$ cat src/rtl/mips_trace_buffer_if.sv
// Trace drain port: head-entry payload plus a valid/ready handshake.
interface mips_trace_buffer_if;
    logic        trace_valid;
    logic        trace_ready;
    logic [15:0] trace_pc;
    logic [31:0] trace_instr;
    logic [15:0] trace_alu;
    logic [15:0] trace_seq;

    modport master (
        output trace_valid,
        output trace_pc,
        output trace_instr,
        output trace_alu,
        output trace_seq,
        input  trace_ready
    );

    modport slave (
        input  trace_valid,
        input  trace_pc,
        input  trace_instr,
        input  trace_alu,
        input  trace_seq,
        output trace_ready
    );
endinterface

$ cat src/rtl/mips_trace_buffer.sv
// Commit-trace capture FIFO for the mips core. A new PC (or the first capture
// after reset) records one entry {pc, instr, alu, seq}. Entries drain through
// a show-ahead valid/ready port. A full FIFO never stalls the core: the
// capture is dropped, flagged sticky in overflow and counted in drop_count.
module mips_trace_buffer #(
    parameter int DEPTH  = 16,
    parameter int ADDR_W = 4
) (
    input  logic                clock,
    input  logic                reset,
    input  logic [15:0]         pc_in,
    input  logic [31:0]         instr_in,
    input  logic [15:0]         alu_in,
    input  logic                capture_en,
    input  logic                flush,
    mips_trace_buffer_if.master trace,
    output logic [ADDR_W:0]     count,
    output logic                overflow,
    output logic [7:0]          drop_count
);

    localparam logic [ADDR_W:0]   FULL_CNT = (ADDR_W + 1)'(DEPTH);
    localparam logic [ADDR_W:0]   CNT_ONE  = (ADDR_W + 1)'(1);
    localparam logic [ADDR_W-1:0] PTR_ONE  = (ADDR_W)'(1);

    logic [15:0] pc_mem    [DEPTH];
    logic [31:0] instr_mem [DEPTH];
    logic [15:0] alu_mem   [DEPTH];
    logic [15:0] seq_mem   [DEPTH];

    logic [ADDR_W-1:0] wr_ptr;
    logic [ADDR_W-1:0] rd_ptr;
    logic [15:0]       prev_pc;
    logic [15:0]       seq;
    logic              first;

    logic attempt;
    logic full;
    logic pop;
    logic push;
    logic drop;

    function automatic logic [7:0] sat_inc8(input logic [7:0] v);
        return (v == 8'hFF) ? v : v + 8'd1;
    endfunction

    // Capture/handshake decode; a pop frees the slot a same-cycle push needs.
    always_comb begin
        attempt = capture_en && (first || (pc_in != prev_pc));
        full    = (count == FULL_CNT);
        pop     = trace.trace_valid && trace.trace_ready;
        push    = attempt && (!full || pop);
        // A capture discarded by flush is not an overflow event.
        drop    = attempt && !push && !flush;
    end

    // Show-ahead head entry.
    assign trace.trace_valid = (count != '0);
    assign trace.trace_pc    = pc_mem[rd_ptr];
    assign trace.trace_instr = instr_mem[rd_ptr];
    assign trace.trace_alu   = alu_mem[rd_ptr];
    assign trace.trace_seq   = seq_mem[rd_ptr];

    // Control state: dedup tracking, sequence numbering, overflow, pointers.
    always_ff @(posedge clock) begin
        if (reset) begin
            wr_ptr     <= '0;
            rd_ptr     <= '0;
            count      <= '0;
            seq        <= '0;
            overflow   <= 1'b0;
            drop_count <= '0;
            prev_pc    <= '0;
            first      <= 1'b1;
        end else begin
            prev_pc <= pc_in;
            if (attempt) begin
                first <= 1'b0;
                seq   <= seq + 16'd1;
            end
            if (drop) begin
                overflow   <= 1'b1;
                drop_count <= sat_inc8(drop_count);
            end
            if (flush) begin
                wr_ptr <= '0;
                rd_ptr <= '0;
                count  <= '0;
            end else begin
                if (push) wr_ptr <= wr_ptr + PTR_ONE;
                if (pop)  rd_ptr <= rd_ptr + PTR_ONE;
                if (push && !pop)      count <= count + CNT_ONE;
                else if (pop && !push) count <= count - CNT_ONE;
            end
        end
    end

    // Entry storage; cleared on reset so an empty buffer reads as zero.
    always_ff @(posedge clock) begin
        if (reset) begin
            for (int i = 0; i < DEPTH; i++) begin
                pc_mem[i]    <= '0;
                instr_mem[i] <= '0;
                alu_mem[i]   <= '0;
                seq_mem[i]   <= '0;
            end
        end else if (push && !flush) begin
            pc_mem[wr_ptr]    <= pc_in;
            instr_mem[wr_ptr] <= instr_in;
            alu_mem[wr_ptr]   <= alu_in;
            seq_mem[wr_ptr]   <= seq;
        end
    end

endmodule

$ cat src/flat_wrapper.sv
// flat-port wrapper written by rule: the top's interface ports become plain ports
module mips_trace_buffer_flat 
#(
    parameter int DEPTH  = 16,
    parameter int ADDR_W = 4
)
  (clock, reset, pc_in, instr_in, alu_in, capture_en, flush, count, overflow, drop_count, trace_trace_valid, trace_trace_pc, trace_trace_instr, trace_trace_alu, trace_trace_seq, trace_trace_ready);
  mips_trace_buffer_if trace_i ();
  input  logic clock;
  input  logic reset;
  input  logic [15:0] pc_in;
  input  logic [31:0] instr_in;
  input  logic [15:0] alu_in;
  input  logic capture_en;
  input  logic flush;
  output logic [ADDR_W:0] count;
  output logic overflow;
  output logic [7:0] drop_count;
  output wire logic [$bits(trace_i.trace_valid)-1:0] trace_trace_valid;
  output wire logic [$bits(trace_i.trace_pc)-1:0] trace_trace_pc;
  output wire logic [$bits(trace_i.trace_instr)-1:0] trace_trace_instr;
  output wire logic [$bits(trace_i.trace_alu)-1:0] trace_trace_alu;
  output wire logic [$bits(trace_i.trace_seq)-1:0] trace_trace_seq;
  input wire logic [$bits(trace_i.trace_ready)-1:0] trace_trace_ready;
  assign trace_trace_valid = trace_i.trace_valid;
  assign trace_trace_pc = trace_i.trace_pc;
  assign trace_trace_instr = trace_i.trace_instr;
  assign trace_trace_alu = trace_i.trace_alu;
  assign trace_trace_seq = trace_i.trace_seq;
  assign trace_i.trace_ready = trace_trace_ready;
  mips_trace_buffer #(.DEPTH(DEPTH), .ADDR_W(ADDR_W)) u_core (.clock(clock), .reset(reset), .pc_in(pc_in), .instr_in(instr_in), .alu_in(alu_in), .capture_en(capture_en), .flush(flush), .trace(trace_i), .count(count), .overflow(overflow), .drop_count(drop_count));
endmodule
$ cat config.mk
export PLATFORM = sky130hd
export DESIGN_NAME = mips_trace_buffer_flat
export DESIGN_NICKNAME = d
export VERILOG_FILES = /design/src/rtl/mips_trace_buffer_if.sv /design/src/rtl/mips_trace_buffer.sv /design/src/flat_wrapper.sv
export SDC_FILE = /design/constraint.sdc
export NUM_CORES = 2
export LEC_CHECK = 0
export CAP_MARGIN = 20
export CORE_MARGIN = 2
export CORE_UTILIZATION = 34
export CTS_BUF_LIST = sky130_fd_sc_hd__clkbuf_8
export DETAILED_ROUTE_END_ITERATION = 7
export SYNTH_ARGS = -nofsm -noshare
export SYNTH_HDL_FRONTEND = slang
export SYNTH_SLANG_ARGS = --single-unit
$ cat constraint.sdc
create_clock -name clock -period 4.9 [get_ports clock]
set_clock_uncertainty 0.1 [all_clocks]
set_input_delay 0.98 -clock clock [delete_from_list [all_inputs] [get_ports clock]]
set_output_delay 0.98 -clock clock [all_outputs]
set_load 0.05 [all_outputs]
### After elaboration in Yosys (flattened, before gate mapping)

Memory sizes are Yosys's and may differ from the RTL's. A register that Yosys moved wholly into a read port is not among the register bits.
Index checks and enable logic that the tools add are counted.

| cells by class | value |
|---|---|
| add/sub/neg operators | 6 |
| eq/ne operators | 3 |
| mux-type cells | 27 |
| bitwise operators | 1 |
| reductions and logical operators | 22 |

Operators by type and width:

| cell | count |
|---|---|
| $mux 16 | 3 |
| $mux 4 | 12 |
| $reduce_or 16->1 | 3 |
| $mux 32 | 1 |
| $reduce_or 32->1 | 1 |
| $add 16x1->16 const B | 1 |
| $ne 16x16->1 | 1 |
| $mux 5 | 2 |
| $mux 1 | 9 |
| $add 4x1->4 const B | 2 |
| $add 8x1->8 const B | 1 |
| $eq 8x8->1 const B | 1 |
| $logic_and 1x1->1 | 8 |
| $add 5x1->5 const B | 1 |
| $eq 5x5->1 const B | 1 |
| $reduce_bool 5->1 | 1 |
| $sub 5x1->5 const B | 1 |
| $logic_not 1->1 | 4 |
| $logic_or 1x1->1 | 2 |
| $reduce_and 2->1 | 1 |
| $reduce_bool 2->1 | 1 |
| $reduce_or 2->1 | 1 |
| $not 1->1 | 1 |

| word-level totals | value |
|---|---|
| register bits after elaboration | 55 |
| bits in writable memories | 1280 |
| input port bits | 69 |
| output and inout bits | 95 |
| word-level logic and storage cells | 71 |
| memories | 4 |

Memory list:

| memory | words | width | read ports | clocked after Yosys merged registers in | wr ports | RTL line | RTL |
|---|---|---|---|---|---|---|---|
| u_core.instr_mem | 16 | 32 | 1 | 1 | 16 | mips_trace_buffer.sv:27 | `logic [31:0] instr_mem [DEPTH];` |
| u_core.alu_mem | 16 | 16 | 1 | 1 | 16 | mips_trace_buffer.sv:28 | `logic [15:0] alu_mem [DEPTH];` |
| u_core.pc_mem | 16 | 16 | 1 | 1 | 16 | mips_trace_buffer.sv:26 | `logic [15:0] pc_mem [DEPTH];` |
| u_core.seq_mem | 16 | 16 | 1 | 1 | 16 | mips_trace_buffer.sv:29 | `logic [15:0] seq_mem [DEPTH];` |

### Depth between registers and ports, before layout

| logic depth | value |
|---|---|
| word-level depth | 10 |
| depth in mapped cells | 15 |
| mapped depth without buffers | 14 |

### Least setup slack after synthesis

Ideal clock, no wire load.

| timing | value |
|---|---|
| path type | input to register |
| start point | input pc_in[2] |
| end point | register u_core.count[4] |
| setup time | 0.128 ns |
| arrival time | 3.617 ns |
| data required time | 4.672 ns |
| setup slack | 1.055 ns |
| stages | 15 |
| buffers on the path | 1 |
| cells stage by stage | xor2_1 nor4_1 and4_1 a21o_1 inv_2 clkbuf_1 ha_1 inv_1 ha_1 nor2b_1 o21a_1 or3_1 a21oi_1 xnor2_1 nor2_1 |

| between the ends | value |
|---|---|
| cells in the longest elaborated chain, start to end | 7 |
| elaborated cells on any way between the ends | 9 |
| classes of those cells | 1 x eq/ne; 1 x mux; 7 x reduce/logical |

RTL lines:

| element | RTL line | RTL |
|---|---|---|
| from (decl) | flat_wrapper.sv:11 | `input logic [15:0] pc_in;` |
| $ne 16x16->1 * | mips_trace_buffer.sv:49 | `attempt = capture_en && (first \|\| (pc_in != prev_pc));` |
| $logic_or 1x1->1 * | mips_trace_buffer.sv:49 |  |
| $logic_and 1x1->1 * | mips_trace_buffer.sv:49 |  |
| $logic_and 1x1->1 * | mips_trace_buffer.sv:52 | `push = attempt && (!full \|\| pop);` |
| $logic_not 1->1 | mips_trace_buffer.sv:93 | `else if (pop && !push) count <= count - CNT_ONE;` |
| $logic_and 1x1->1 | mips_trace_buffer.sv:93 |  |
| $reduce_bool 2->1 (no line) | - |  |
| to (signal assigned) | mips_trace_buffer.sv:92 | `if (push && !pop) count <= count + CNT_ONE;` |
| to (signal assigned) | mips_trace_buffer.sv:93 |  |
| to (decl) | mips_trace_buffer.sv:17 | `output logic [ADDR_W:0] count,` |

Mark *: on every way between the ends. The rest lies on a longest branch, timed or not.
A chain may end at the register's enable or synchronous reset.

==> impl_metrics.tcl <==
set metrics [dict create \
    wl_per_cell_um 25.2 \
    critPathLaunchType "flip-flop" \
    synth_largest_area_cell "edfxtp_1" \
    synth.area.top_cells "edfxtp_1 (67%), mux4_2 (16%), nor2_1 (8.5%)" \
    synthAdderAreaFrac_pct 0.295 \
    fin_setup_tns_ps 0 \
    hold_violations 0 \
    seqCellArea_um2 39600 \
    stdcell_count 6543 \
    vias 34700 \
    fin_crit_ps 4790 \
    synthMuxAreaShare_pct 15.6 \
    hold_buffers 0 \
    slowest_stage "dfxtp_4" \
    min_period_over_period_pct 97.8 \
    min_path_type "reg -> reg" \
    ys_ff_latch 1339 \
    drtIter0Drc 3692 \
    synth_top_family_by_area "multiplexers" \
    setup_viol 0 \
    seq_area_frac_synth_pct 68.6 \
    cts_tree "done" \
    synth_edf_count 1280 \
    synth_ff_type "edfxtp_1" \
    root_buffer "clkbuf_8" \
    critPathTopFamily "multiplexers" \
    clk_path_buf_depth 3 \
    grt_pass1_vias 36000 \
    grt_overflow 0 \
    power_mw 24.4 \
    n_fill_cell 15500 \
    die_area_um2 173000 \
    finalMaxSlewViolations 0 \
    place_congestion 0.743 \
    placed_cells 6137 \
    crit_fanout 122 \
    antenna_found_initial 7 \
    place_hpwl_um 92900 \
    cp.depth 4 \
    postSynthAreaPerCell_um2 14.9 \
    port-buffer-count 163 \
    relSlewSlack_pct 23.4 \
    h-tree-depth 4 \
    grtUsageTotal_pct 18.9 \
    fin_area_um2 67500 \
    viasPerCell 5.30 \
    cts.sinks 1339 \
    synth.distinct_cells 54 \
    synth_most_common_cell "nor2_1" \
    synth_compound_area_share_pct 0.889 \
    syn-num-nets 3961 \
    tightest_slew_ps 1150 \
    holdPathEnd "u_core.overflow" \
    fmax_mhz 209 \
    critPathCaptureType "output port" \
    final_nets 4227 \
    outcome "completed" \
    areaGrowthSynthToFinish_pct 16.9 \
    synth_common_cells "nor2_1 (1303), edfxtp_1 (1280), mux4_2 (400)" \
    placed_area_um2 63500 \
    drive_gt1_share_pct 21.2 \
    rows 151 \
    clkSlewWorstSetupHoldPaths_ps 60 \
    core_um2 169000 \
    path_class "reg -> out" \
    worst_path_most_repeated_cell "mux4_2" \
    holdPathStages 2 \
    rsz0062_at_grt "no" \
    multi_input_area_um2 16900 \
    critPathRequiredTime_ps 3820 \
    io_pins 164 \
    path_buf_inv 2 \
    worstHoldStart "u_core.overflow" \
    drtPass1Iterations 5 \
    yosysTopAreaCellShare_pct 66.6 \
    ys_warn_count 0 \
    totalWireLength_um 165000 \
    clkLatencyLatePin_ps 950 \
    cts_buffers 219 \
    worst_ir_drop_vdd_v 0.000327 \
    synthCells 3879 \
    regToRegEndpoint "u_core.count[4]" \
    crit_arrival_ps 3710 \
    cp_cell_sequence "buf_12, mux4_2, mux4_2, buf_4" \
    synth_xor_area_share_pct 0.410 \
    p_leak_nw 22.0 \
    initial_core_util_pct 34.1 \
    drc 0 \
    drtAntennaViolNets 0 \
    die_h_um 416 \
    ff2ff_setup_slack_ps 1250 \
    timing.rr.start "u_core.prev_pc[9]" \
    grt_pass1_wl_um 240000 \
    grt_max_degree 123 \
    rr_worst_depth 14 \
    power_density_nw_per_um2 361 \
    critPathMaxStageDelay_ps 720 \
    cap_violations 0 \
    netlist_area_um2 57700 \
    async_flop_share_pct 0 \
    synth-simple-area-share_pct 11.6 \
    die_w_um 416 \
]
-- through the flow --
| step | hold slack, ps | util (%) | setup slack, ps |
|---|---|---|---|
| after floorplan | 342 | - | 1060 |
| after global placement | 342 | 37.5 | -177 |
| after detailed placement | 353 | 37.5 | -36.2 |
| after CTS | 364 | 39.9 | 2.72 |
| after global routing | 412 | 39.9 | 2.05 |
| final | 363 | 39.9 | 109 |
-- worst min-delay path: cells and delay by family (launching register included) --
kind,cells,cell delay [ps]
DFF,1,330
AOI/OAI and AO/OA,1,50
and+or+nand+nor,1,60
-- cells in the final DEF (no fill, tap or decap), types with 5 or more instances in the layout --
master / instances
nor2_1: 1302
edfxtp_1: 1280
mux4_2: 400
nand2_1: 334
clkbuf_8: 223
buf_12: 115
clkdlybuf4s50_1: 109
inv_1: 102
buf_4: 101
dfxtp_1: 55
clkinv_1: 49
a21oi_1: 23
nor2b_1: 22
xor2_1: 22
a31o_4: 16
clkinv_2: 14
o21ai_0: 13
or3_1: 12
ha_1: 12
nand4_1: 8
nand3_1: 8
nor4_1: 5
xnor2_1: 5
or4_1: 5
clkinvlp_4: 5
dlygate4sd2_1: 5
-- worst max-delay path by stage --
stage / startpoint / to / slack (ps)
finish: flip-flop / trace_trace_alu[7] / 110
global route: flip-flop / trace_trace_pc[7] / 2
CTS: flip-flop / trace_trace_pc[2] / 3
detailed placement: pc_in[6] / u_core.count[4] / -40
global placement: pc_in[6] / u_core.count[4] / -180
floorplan: pc_in[2] / u_core.count[4] / 1060
-- power by group --
| group | switching [mW] | internal [mW] |
|---|---|---|
| Sequential | 0.124 | 12.9 |
| Clock | 4.55 | 4.34 |
| Combinational | 1.44 | 0.991 |
-- registers in the layout, summed over array words and instances (netlist names), named ones only --
signal	cells
u_core.instr_mem	512
u_core.alu_mem	256
u_core.pc_mem	256
u_core.seq_mem	256
u_core.prev_pc	16
u_core.seq	16
u_core.drop_count	8
u_core.count	5
u_core.rd_ptr	4
u_core.wr_ptr	4
u_core.first	1
u_core.overflow	1
-- cell type report --
cell class | instances | area share [%]
antenna | 4 | 0.0148
clock buffer | 223 | 4.55
clock inverter | 174 | 1.25
inverter | 11 | 0.0612
multi-input combinational | 2240 | 25.0
sequential | 1339 | 58.7
tap | 2218 | 4.11
timing repair buffer | 334 | 6.26
-- repair_timing --
action / in CTS / in global routing
buffers inserted: 3 / 0
setup endpoints to repair: 64 / 0
gates resized for setup: 6 / 0
-- cells by family (layout without fill, tap and decap cells) --
logic type / Yosys count / in the layout
AND/OR/NAND/NOR: 1723 / 1723
XOR/XNOR: 27 / 27
adder cells (fa/ha/maj): 13 / 13
other: 0 / 4
multiplexers: 402 / 402
buffers and inverters: 300 / 742
flip-flops: 1339 / 1339
AO/OA/AOI/OAI: 75 / 75
-- layer usage --
layer	up-vias	GRT usage, %	part of all wire (%)
met5	-	0	0.016
li1	14900	-	-
met1	18100	24.9	40
met2	1435	31.1	49
met3	295	3.81	7.3
met4	4	6.66	3.0
No activity file was read; power rests on OpenSTA's default activity.
